File: src/rtl/rx_drain_ctrl.sv
// -----------------------------------------------------------------------------
// rx_drain_ctrl
//
// Read-side controller between an asynchronous FIFO's read port and a
// receiver. Runs entirely in the read clock domain. It pops one word when
// the FIFO is non-empty, captures it, and offers it to the receiver under a
// valid/ack handshake. If the receiver stalls, the offer is withdrawn for one
// gap cycle and retried a bounded number of times. After the last retry the
// word is dropped and a saturating drop counter is bumped.
//
// Ports
//   clk           in   read-domain clock
//   rst           in   asynchronous active-high reset
//   enable        in   permits starting a new pop (looked at in IDLE only)
//   fifo_empty    in   FIFO empty flag
//   fifo_rd_en    out  one-cycle FIFO pop strobe
//   fifo_rd_data  in   FIFO read data, valid the cycle after fifo_rd_en
//   rx_data       out  word presented to the receiver
//   rx_valid      out  rx_data valid, awaiting ack
//   ack           in   receiver accept (looked at in SEND only)
//   busy          out  high in every state except IDLE
//   drop_cnt      out  dropped-word count, saturates at 255
//
// All outputs are flops. fifo_rd_en, rx_valid and busy are decoded from the
// next state and registered, so they line up exactly with the state they
// describe without any combinational path from an input to an output.
// -----------------------------------------------------------------------------
module rx_drain_ctrl #(
    parameter int DATA_WIDTH = 8,
    parameter int TIMEOUT    = 15,
    parameter int MAX_RETRY  = 2
) (
    input  logic                  clk,
    input  logic                  rst,
    input  logic                  enable,
    input  logic                  fifo_empty,
    output logic                  fifo_rd_en,
    input  logic [DATA_WIDTH-1:0] fifo_rd_data,
    output logic [DATA_WIDTH-1:0] rx_data,
    output logic                  rx_valid,
    input  logic                  ack,
    output logic                  busy,
    output logic [7:0]            drop_cnt
);

    // Timeout counter can reach TIMEOUT on the expiring cycle, hence +1.
    localparam int TMO_W = $clog2(TIMEOUT + 1);
    // A retry counter of zero bits is not legal, so keep at least one bit.
    localparam int RTY_W = (MAX_RETRY > 0) ? $clog2(MAX_RETRY + 1) : 1;

    localparam logic [TMO_W-1:0] TMO_LAST = TMO_W'(TIMEOUT - 1);
    localparam logic [TMO_W-1:0] TMO_ONE  = TMO_W'(1'b1);
    localparam logic [RTY_W-1:0] RTY_MAX  = RTY_W'(MAX_RETRY);
    localparam logic [RTY_W-1:0] RTY_ONE  = RTY_W'(1'b1);

    typedef enum logic [2:0] {
        ST_IDLE = 3'd0,
        ST_POP  = 3'd1,
        ST_LOAD = 3'd2,
        ST_SEND = 3'd3,
        ST_GAP  = 3'd4
    } state_t;

    state_t                  state_r;
    state_t                  state_s;
    logic [TMO_W-1:0]        tmo_cnt_r;
    logic [TMO_W-1:0]        tmo_cnt_s;
    logic [RTY_W-1:0]        rty_cnt_r;
    logic [RTY_W-1:0]        rty_cnt_s;
    logic                    drop_inc_s;
    logic                    load_s;

    logic                    fifo_rd_en_r;
    logic [DATA_WIDTH-1:0]   rx_data_r;
    logic                    rx_valid_r;
    logic                    busy_r;
    logic [7:0]              drop_cnt_r;

    // Next-state, counter and strobe decode for the transfer sequencer.
    always_comb begin
        state_s    = state_r;
        tmo_cnt_s  = tmo_cnt_r;
        rty_cnt_s  = rty_cnt_r;
        drop_inc_s = 1'b0;
        load_s     = 1'b0;
        case (state_r)
            ST_IDLE: begin
                rty_cnt_s = '0;
                if (enable && !fifo_empty) begin
                    state_s = ST_POP;
                end else begin
                    state_s = ST_IDLE;
                end
            end
            ST_POP: begin
                state_s = ST_LOAD;
            end
            ST_LOAD: begin
                load_s    = 1'b1;
                tmo_cnt_s = '0;
                state_s   = ST_SEND;
            end
            ST_SEND: begin
                // ack is checked first so that an ack on the expiring cycle
                // still delivers the word.
                if (ack) begin
                    state_s = ST_IDLE;
                end else begin
                    tmo_cnt_s = tmo_cnt_r + TMO_ONE;
                    if (tmo_cnt_r == TMO_LAST) begin
                        if (rty_cnt_r < RTY_MAX) begin
                            rty_cnt_s = rty_cnt_r + RTY_ONE;
                            state_s   = ST_GAP;
                        end else begin
                            drop_inc_s = 1'b1;
                            state_s    = ST_IDLE;
                        end
                    end else begin
                        state_s = ST_SEND;
                    end
                end
            end
            ST_GAP: begin
                tmo_cnt_s = '0;
                state_s   = ST_SEND;
            end
            default: begin
                state_s = ST_IDLE;
            end
        endcase
    end

    // State and counter registers.
    always_ff @(posedge clk or posedge rst) begin
        if (rst) begin
            state_r   <= ST_IDLE;
            tmo_cnt_r <= '0;
            rty_cnt_r <= '0;
        end else begin
            state_r   <= state_s;
            tmo_cnt_r <= tmo_cnt_s;
            rty_cnt_r <= rty_cnt_s;
        end
    end

    // Output flops: strobes follow the next state, data captured in LOAD.
    always_ff @(posedge clk or posedge rst) begin
        if (rst) begin
            fifo_rd_en_r <= 1'b0;
            rx_valid_r   <= 1'b0;
            busy_r       <= 1'b0;
            rx_data_r    <= '0;
        end else begin
            fifo_rd_en_r <= (state_s == ST_POP);
            rx_valid_r   <= (state_s == ST_SEND);
            busy_r       <= (state_s != ST_IDLE);
            if (load_s) begin
                rx_data_r <= fifo_rd_data;
            end else begin
                rx_data_r <= rx_data_r;
            end
        end
    end

    // Saturating count of words abandoned after the final retry.
    always_ff @(posedge clk or posedge rst) begin
        if (rst) begin
            drop_cnt_r <= 8'd0;
        end else if (drop_inc_s && (drop_cnt_r != 8'hFF)) begin
            drop_cnt_r <= drop_cnt_r + 8'd1;
        end else begin
            drop_cnt_r <= drop_cnt_r;
        end
    end

    assign fifo_rd_en = fifo_rd_en_r;
    assign rx_data    = rx_data_r;
    assign rx_valid   = rx_valid_r;
    assign busy       = busy_r;
    assign drop_cnt   = drop_cnt_r;

endmodule

File: config.mk
export PLATFORM = sky130hd
export DESIGN_NAME = rx_drain_ctrl
export DESIGN_NICKNAME = d
export VERILOG_FILES = /design/src/rtl/rx_drain_ctrl.sv
export SDC_FILE = /design/constraint.sdc
export NUM_CORES = 1
export LEC_CHECK = 0
export CAP_MARGIN = 20
export CORE_MARGIN = 2
export CORE_UTILIZATION = 45
export DETAILED_ROUTE_END_ITERATION = 6
export PLACE_DENSITY_LB_ADDON = 0.05
export SKIP_LAST_GASP = 1
export SYNTH_ARGS = -nofsm -noshare
export SYNTH_HDL_FRONTEND = slang
export SYNTH_SLANG_ARGS = --single-unit
File: constraint.sdc
create_clock -name clk -period 2.8 [get_ports clk]
set_input_delay 0.56 -clock clk [delete_from_list [all_inputs] [get_ports clk]]
set_output_delay 0.56 -clock clk [all_outputs]
set_load 0.02 [all_outputs]
# == Word-level counts from Yosys, hierarchy flattened ==
# Index checks and enable logic that the tools add are counted.
# word_totals
word_cells,49
out_inout_bits,19
register_bits,28
in_bits,13
# op_classes
order_cmp,1
add_sub_neg,3
eq_ne,11
n_reduce_logical,10
muxes,16
# op_table
op,n
$pmux 3 s4,1
$eq 3x2->1 const B,3
$mux 3,3
$add 8x1->8 const B,1
$ne 8x8->1 const B,1
$pmux 4 s2,1
$eq 3x1->1 const B,2
$mux 1,6
$mux 2,3
$ne 2x2->1 const B,3
$add 4x1->4 const B,1
$eq 4x4->1 const B,1
$mux 4,1
$pmux 2 s2,1
$reduce_and 4->1,1
$reduce_bool 2->1,2
$eq 3x3->1 const B,1
$logic_not 3->1,1
$reduce_bool 3->1,1
$add 2x1->2 const B,1
$logic_and 1x1->1,2
$lt 2x2->1 const B,1
$reduce_and 2->1,1
$reduce_or 2->1,1
$logic_not 1->1,1

# == Logic depth before layout (Yosys ltp) ==
# Gate-level depths: netlist (run 1).
# logic_depth
word_depth,6
mapped_depth,7

# == Worst setup path after synthesis (run 1) ==
# OpenSTA, ideal clock, no wires.
# synth_timing
kind,flip-flop to flip-flop
from,reg tmo_cnt_r[0]
to,reg busy_r (netlist: busy)
arrival_time_ps,1510
setup_ps,131
path_buffers,1
stages_incl_launch_ff,8
path_slack_ps,1159
cell_sequence,dfrtp_1 > inv_1 > ha_1 > and3_1 > buf_2 > o22ai_1 > or2_1 > or3_1
# synth_via
elab_chain_cells,5
# synth_rtl
element,line,source
from (decl),66,logic [TMO_W-1:0] tmo_cnt_r;
from (signal assigned),141,tmo_cnt_r <= tmo_cnt_s;
$eq 4x4->1,110,if (tmo_cnt_r == TMO_LAST) begin
$mux 3,110,
$mux 3,106,if (ack) begin
$pmux 3 s4,86,case (state_r)
named net state_s[0],65,state_t state_s;
$reduce_bool 3->1,156,busy_r <= (state_s != ST_IDLE);
to (signal assigned),156,
to (decl),76,logic busy_r;
# The timed path passes the listed nets, and every way through them passes these cells.
# A chain may end at the register's enable or synchronous reset.

# == Worst setup path after layout (run 1) ==
# layout_timing
from,reg drop_cnt_r[4] (netlist: drop_cnt[4])
to,out drop_cnt[4]
# layout_rtl
element,line,source
from (decl),77,logic [7:0] drop_cnt_r;
from (signal assigned),170,drop_cnt_r <= drop_cnt_r + 8'd1;
from (signal assigned),172,drop_cnt_r <= drop_cnt_r;
to (decl),43,output logic [7:0] drop_cnt
# No word-level cell between the ends.

==> results of run 1 <==
==> synth_stat cells, types with 2 or more instances <==
| cell type | number | area (µm²) |
|---|---|---|
| dfrtp_1 | 28 | 700.7 |
| nor2_1 | 10 | 37.54 |
| mux2_2 | 9 | 101.4 |
| xor2_1 | 6 | 52.55 |
| inv_1 | 5 | 18.77 |
| nand2_1 | 5 | 18.77 |
| nand3_1 | 5 | 25.02 |
| nor3_2 | 4 | 40.04 |
| ha_1 | 3 | 37.54 |
| o21ai_0 | 3 | 15.01 |
| xnor2_1 | 3 | 26.28 |
| a21oi_1 | 2 | 10.01 |
| buf_2 | 2 | 10.01 |
| nand2b_1 | 2 | 12.51 |
| nand4_1 | 2 | 12.51 |
| nor3_1 | 2 | 10.01 |
| o22ai_1 | 2 | 12.51 |
==> power by group <==
group | switching, mW | leakage [nW] | internal [mW] | total (mW)
sequential | 0.0935 | 0.355 | 0.508 | 0.601
combinational | 0.257 | 0.351 | 0.288 | 0.545
clock | 0.109 | 0.0279 | 0.145 | 0.254
total | 0.459 | 0.734 | 0.941 | 1.40
==> how the worst max path moves through the flow <==
stage / slack [ns] / endpoint / from / cells past startpoint
after global placement: 0.74 / drop_cnt[7] / ack / 5
after detailed placement: 0.68 / drop_cnt[7] / ack / 5
final: 0.85 / drop_cnt[4] / drop_cnt[4] / 1
after global routing: 0.77 / drop_cnt[2] / drop_cnt[2] / 1
after floorplan: 1.16 / busy / tmo_cnt_r[0] / 7
after CTS: 0.83 / drop_cnt[2] / drop_cnt[2] / 1
==> layout make-up <==
cell class / instances / area, µm²
repair buffers: 32 / 317.8
clock inverters: 1 / 30.03
clock buffers: 3 / 22.52
fillers: 239 / 1066
flip-flops and latches: 28 / 700.7
well taps: 31 / 38.79
inverters: 5 / 18.77
multi-input cells: 74 / 563.0
==> layout by cell type (no fill, tap or decap), types with 2 or more instances in the layout <==
master / synthesis / layout
nand4_1: 2 / 2
ha_1: 3 / 3
nor3_2: 4 / 4
nand2_1: 5 / 5
mux2_2: 9 / 9
xnor2_1: 3 / 3
o21ai_0: 3 / 3
clkdlybuf4s50_1: 0 / 31
dfrtp_1: 28 / 28
nand3_1: 5 / 5
nor3_1: 2 / 2
a21oi_1: 2 / 2
nor2_1: 10 / 10
xor2_1: 6 / 6
nand2b_1: 2 / 2
o22ai_1: 2 / 2
inv_1: 5 / 5
clkbuf_4: 0 / 3
==> through the flow <==
step | hold WS (ns) | setup slack [ns]
final | 0.5062 | 0.8522
after global routing | 0.5434 | 0.7700
after CTS | 0.5139 | 0.8311
after detailed placement | 0.4917 | 0.6820
after global placement | 0.4765 | 0.7355
after floorplan | 0.4613 | 1.159
==> metal layers <==
layer	vias up	wire, µm	track usage (%)
met3	4	125	2.902
met5	-	0	0
li1	450	-	-
met2	23	1123	25.97
met1	474	975	19.88
met4	0	32	5.980
==> sequential cells by signal, summed over array words and instances (netlist names) <==
| signal | cells |
|---|---|
| tmo_cnt_r | 4 |
| fifo_rd_en | 1 |
| rx_valid | 1 |
| state_r | 3 |
| rx_data | 8 |
| drop_cnt | 8 |
| busy | 1 |
| rty_cnt_r | 2 |
==> kinds of logic (layout without fill, tap and decap cells) <==
group / after synthesis / in the layout / synth area share (%)
multiplexers: 9 / 9 / 7.729
AND/OR/NAND/NOR: 40 / 40 / 18.51
AO/OA/AOI/OAI: 13 / 13 / 7.825
buffers and inverters: 9 / 41 / 3.626
adder cells (fa/ha/maj): 3 / 3 / 2.863
flip-flops: 28 / 28 / 53.43
XOR/XNOR: 9 / 9 / 6.012
==> run summary, run 1 <==
Status: finished, final reports clean
Peak fanout along the critical path: 5
Rows: 19
R2R depth: 6
Final Util: 61.34%
Worst-margin pin slew: 0.5783 ns
Synth async-reset ratio: 100.0%
RR Startpoint: tmo_cnt_r[0]
EDFF count, synth: 0
Final Hold Violating Endpoints: 0
Initial Utilization: 47.55%
Antenna Nets Post-Route: 0
Die area: 0.003362 mm²
Total GRT Usage: 15.47%
Final period utilization: 69.57%
Worst setup path class: register to output pin
Clock Latency Late Sink: 0.31 ns
Crit path largest cell delay: 0.63 ns
Post-Place Cells: 170
Post-route insts no fill: 174
WP data arrival: 1.39 ns
Pleak: 0.7336 nW
Reg2reg end: busy
Pin count of the biggest net entering global routing: 29
Wire per inst: 12.97 µm
Syn Std Cell Area: 0.001311 mm²
Die Y: 57.98 µm
Yosys warns: 0
Worst-path cell chain: clkdlybuf4s50_1
I/O pin count: 32
Power, Total: 1.400 mW
Routed Wire Length: 2257 µm
Gr ovfl total: 0
Primary FF master, synth: dfrtp_1
RSZ-0062 raised after global routing: false
Num CTS Buffers: 3
CTS clock-pin slew for the worst setup and hold paths: 0.14 ns
Hold-fix buffers, CTS: 0
Relative slew slack: 61.28%
VDD IR max: 0.0007946 V
IO Port Bufs: 31
Max clock buf depth: 2
Max Slew Vio Count: 0
HPWL Detailed: 1747 µm
GPL Wtd Cong: 0.7674
Post-CTS Setup Inserts: 0
Vias in the first global route: 929
Initial antenna violation count: 0
Setup TNS: 0 ns
Vias per inst: 5.466
Share of cells above drive strength 1: 15.38%
Ant diodes: 0
Setup violation total in the final timing report: 0
Detailed-route via count: 951
Cells after Synth: 111
DR pass1 iterations: 4
Layout area overhead: 29.01%
Placed Instance Area: 0.001639 mm²
Design area: 0.001692 mm²
H-tree depth: 1
Core region area: 0.002758 mm²
Root Buffer: clkbuf_4
CP required: 2.24 ns
Crit path capture type: output pin
Hold Path End: drop_cnt[6]
CTS resizes: 0
Minimum clock period: 1.948 ns
CTS tree: done
Kind of cell adding the most delay to the critical path: buffers and inverters
DRC viols: 0
Syn Nets: 127
First-pass GRT wire length: 4022 µm
Synth Register Bits: 28
Sequential share of the synthesized area: 53.44%
Avg Synthesized Cell Area: 11.81 µm²
CP Launch Type: register
Crit path buf inv count: 1
DRT iter0 DRCs: 30
Final Skew: 0.005118 ns
Max Fclk: 0.5134 GHz
Flop-to-flop setup slack: 1.01 ns
Hold_sp: drop_cnt[6]
DIE WIDTH: 57.98 µm
Hold depth: 1
Number of clock sinks: 28
Layout Nets: 160
Max-Cap Viols: 0
CP max stage cell: clkdlybuf4s50_1
Netlist cell types: 35
HP Class: register to register
PwrDens: 827.7 mW/mm²
(Power assumes the default switching activity.)
==> run 2, diff against run 1 <==
--- a/config.mk
+++ b/config.mk
@@ -7,7 +7,7 @@
 export LEC_CHECK = 0
 export CAP_MARGIN = 20
 export CORE_MARGIN = 2
-export CORE_UTILIZATION = 45
+export CORE_UTILIZATION = 43
 export DETAILED_ROUTE_END_ITERATION = 6
 export PLACE_DENSITY_LB_ADDON = 0.05
 export SKIP_LAST_GASP = 1
==> constraint.sdc (replaced) <==
create_clock -name clk -period 1.7 [get_ports clk]
set_input_delay 0.34 -clock clk [delete_from_list [all_inputs] [get_ports clk]]
set_output_delay 0.34 -clock clk [all_outputs]
set_load 0.02 [all_outputs]
==> run summary, run 2 (synthesis gave the netlist of run 1 again) <==
Status: finished, final reports clean (unchanged)
Routed Wire Length: 2474 µm (was 2257 µm)
Relative slew slack: 76.41% (was 61.28%)
I/O pin count: 32 (unchanged)
RSZ-0062 raised after global routing: true (was false)
Kind of cell adding the most delay to the critical path: buffers and inverters (unchanged)
DRC viols: 0 (unchanged)
IO Port Bufs: 31 (unchanged)
DR pass1 iterations: 4 (unchanged)
Die Y: 59.22 µm (was 57.98 µm)
Number of clock sinks: 28 (unchanged)
Most frequent cells in the layout: dfrtp_1 (27), clkdlybuf4s50_1 (22), buf_4 (14), nor2_1 (10), mux2_2 (9) (was clkdlybuf4s50_1 (31), dfrtp_1 (28), nor2_1 (10), mux2_2 (9), xor2_1 (6))
Pin count of the biggest net entering global routing: 29 (unchanged)
Power, Total: 2.345 mW (was 1.400 mW)
Clock Latency Late Sink: 0.32 ns (was 0.31 ns)
Pleak: 0.8295 nW (was 0.7336 nW)
WP data arrival: 1.31 ns (was 1.39 ns)
CTS tree: done (unchanged)
Peak fanout along the critical path: 2 (was 5)
Layout Nets: 173 (was 160)
Crit path buf inv count: 1 (unchanged)
CTS clock-pin slew for the worst setup and hold paths: 0.15 ns (was 0.14 ns)
H-tree depth: 1 (unchanged)
Num CTS Buffers: 3 (unchanged)
HPWL Detailed: 1864 µm (was 1747 µm)
Worst-path cell chain: clkdlybuf4s50_1 (unchanged)
DRT iter0 DRCs: 26 (was 30)
Share of cells above drive strength 1: 25.00% (was 15.38%)
GPL Wtd Cong: 0.7269 (was 0.7674)
DIE WIDTH: 59.22 µm (was 57.98 µm)
Vias in the first global route: 942 (was 929)
Max clock buf depth: 2 (unchanged)
Minimum clock period: 1.646 ns
Post-Place Cells: 181 (was 170)
Die area: 0.003507 mm² (was 0.003362 mm²)
Gr ovfl total: 0 (unchanged)
Final Util: 60.00% (was 61.34%)
Initial Utilization: 44.03% (was 47.55%)
VDD IR max: 0.0007263 V (was 0.0007946 V)
Crit path largest cell delay: 0.61 ns (was 0.63 ns)
Rows: 20 (was 19)
Max Fclk: 0.6075 GHz
Post-route insts no fill: 189 (was 174)
Crit path capture type: output pin (unchanged)
Max-Cap Viols: 0 (unchanged)
Final Hold Violating Endpoints: 0 (unchanged)
Root Buffer: clkbuf_4 (unchanged)
Antenna Nets Post-Route: 0 (unchanged)
Core region area: 0.002978 mm² (was 0.002758 mm²)
Setup violation total in the final timing report: 0 (unchanged)
Wire per inst: 13.09 µm (was 12.97 µm)
Vias per inst: 5.280 (was 5.466)
Layout area overhead: 36.26% (was 29.01%)
Initial antenna violation count: 0 (unchanged)
Worst-margin pin slew: 0.3537 ns (was 0.5783 ns)
Worst setup path class: register to output pin (unchanged)
Ant diodes: 0 (unchanged)
Max Slew Vio Count: 0 (unchanged)
PwrDens: 1313 mW/mm² (was 827.7 mW/mm²)
HP Class: input port to asynchronous set/reset pin (was register to register)
Most common cell after layout, fill and taps aside: dfrtp_1 (was clkdlybuf4s50_1)
CP max stage cell: clkdlybuf4s50_1 (unchanged)
Detailed-route via count: 998 (was 951)
CP Launch Type: register (unchanged)
Final period utilization: 96.82%
Total GRT Usage: 15.42% (was 15.47%)
Final Skew: 0.006280 ns (was 0.005118 ns)
First-pass GRT wire length: 4126 µm (was 4022 µm)
CP required: 1.36 ns (was 2.24 ns)
run 2: where the power goes:
| group | switching [mW] | leakage, nW | internal (mW) |
|---|---|---|---|
| registers | 0.144 | 0.353 | 0.837 |
| clock network | 0.190 | 0.0210 | 0.131 |
| logic | 0.460 | 0.455 | 0.584 |
| total | 0.794 | 0.829 | 1.55 |
run 2: repair_timing:
action | CTS | global route
endpoints found under the setup margin | 8 | 10
gates resized for setup | 8 | 7
pin swaps | 0 | 2
hold buffers | 0 | 0
setup buffers | 0 | 4
run 2: cell type report:
type	instances	area (µm²)
repair buffers	45	407.9
clock buffers	4	36.28
fillers	263	1191
well taps	33	41.29
flip-flops and latches	28	701.9
inverters	5	18.77
multi-input cells	74	580.6
run 2: final timing paths:
check                                to  cells past startpoint  slack (ns)    startpoint
max reg2reg                        busy                      7        0.08  tmo_cnt_r[1]
min                        rty_cnt_r[0]                      3        0.36           rst
max in group asynchronous    state_r[2]                      3        1.07           rst
min reg2reg                 drop_cnt[6]                      1        0.51   drop_cnt[6]
min in group clk            drop_cnt[6]                      1        0.51   drop_cnt[6]
max                          rx_data[6]                      1        0.05    rx_data[6]
run 2: metrics by stage:
step	setup TNS, ns	hold WS [ns]	area, µm²	setup slack, ns
2_1_floorplan	0	0.4054	1311	0.05913
3_3_place_gp	-1.003	0.4892	1709	-0.1367
3_5_place_dp	-1.362	0.4949	1709	-0.1719
4_1_cts	0	0.3643	1735	0.01332
5_1_grt	-0.01575	0.3809	1787	-0.01575
6_report	0	0.3554	1787	0.05398
run 2: layer usage:
layer / share of wire, % / up-vias / GRT usage, % / wire [µm]
li1: - / 475 / - / -
met1: 44 / 495 / 19.80 / 1088
met2: 52 / 26 / 25.90 / 1276
met3: 3.7 / 2 / 1.965 / 92
met4: 0.69 / 0 / 6.818 / 17
met5: 0 / - / 0 / 0
run 2: worst reg2reg max path, cell delays in order (launching register included):
cell	delay, ns
dfrtp_1	0.46
ha_4	0.18
and3_4	0.18
buf_4	0.13
buf_4	0.13
nand2_1	0.05
nor2_1	0.05
or3_1	0.36
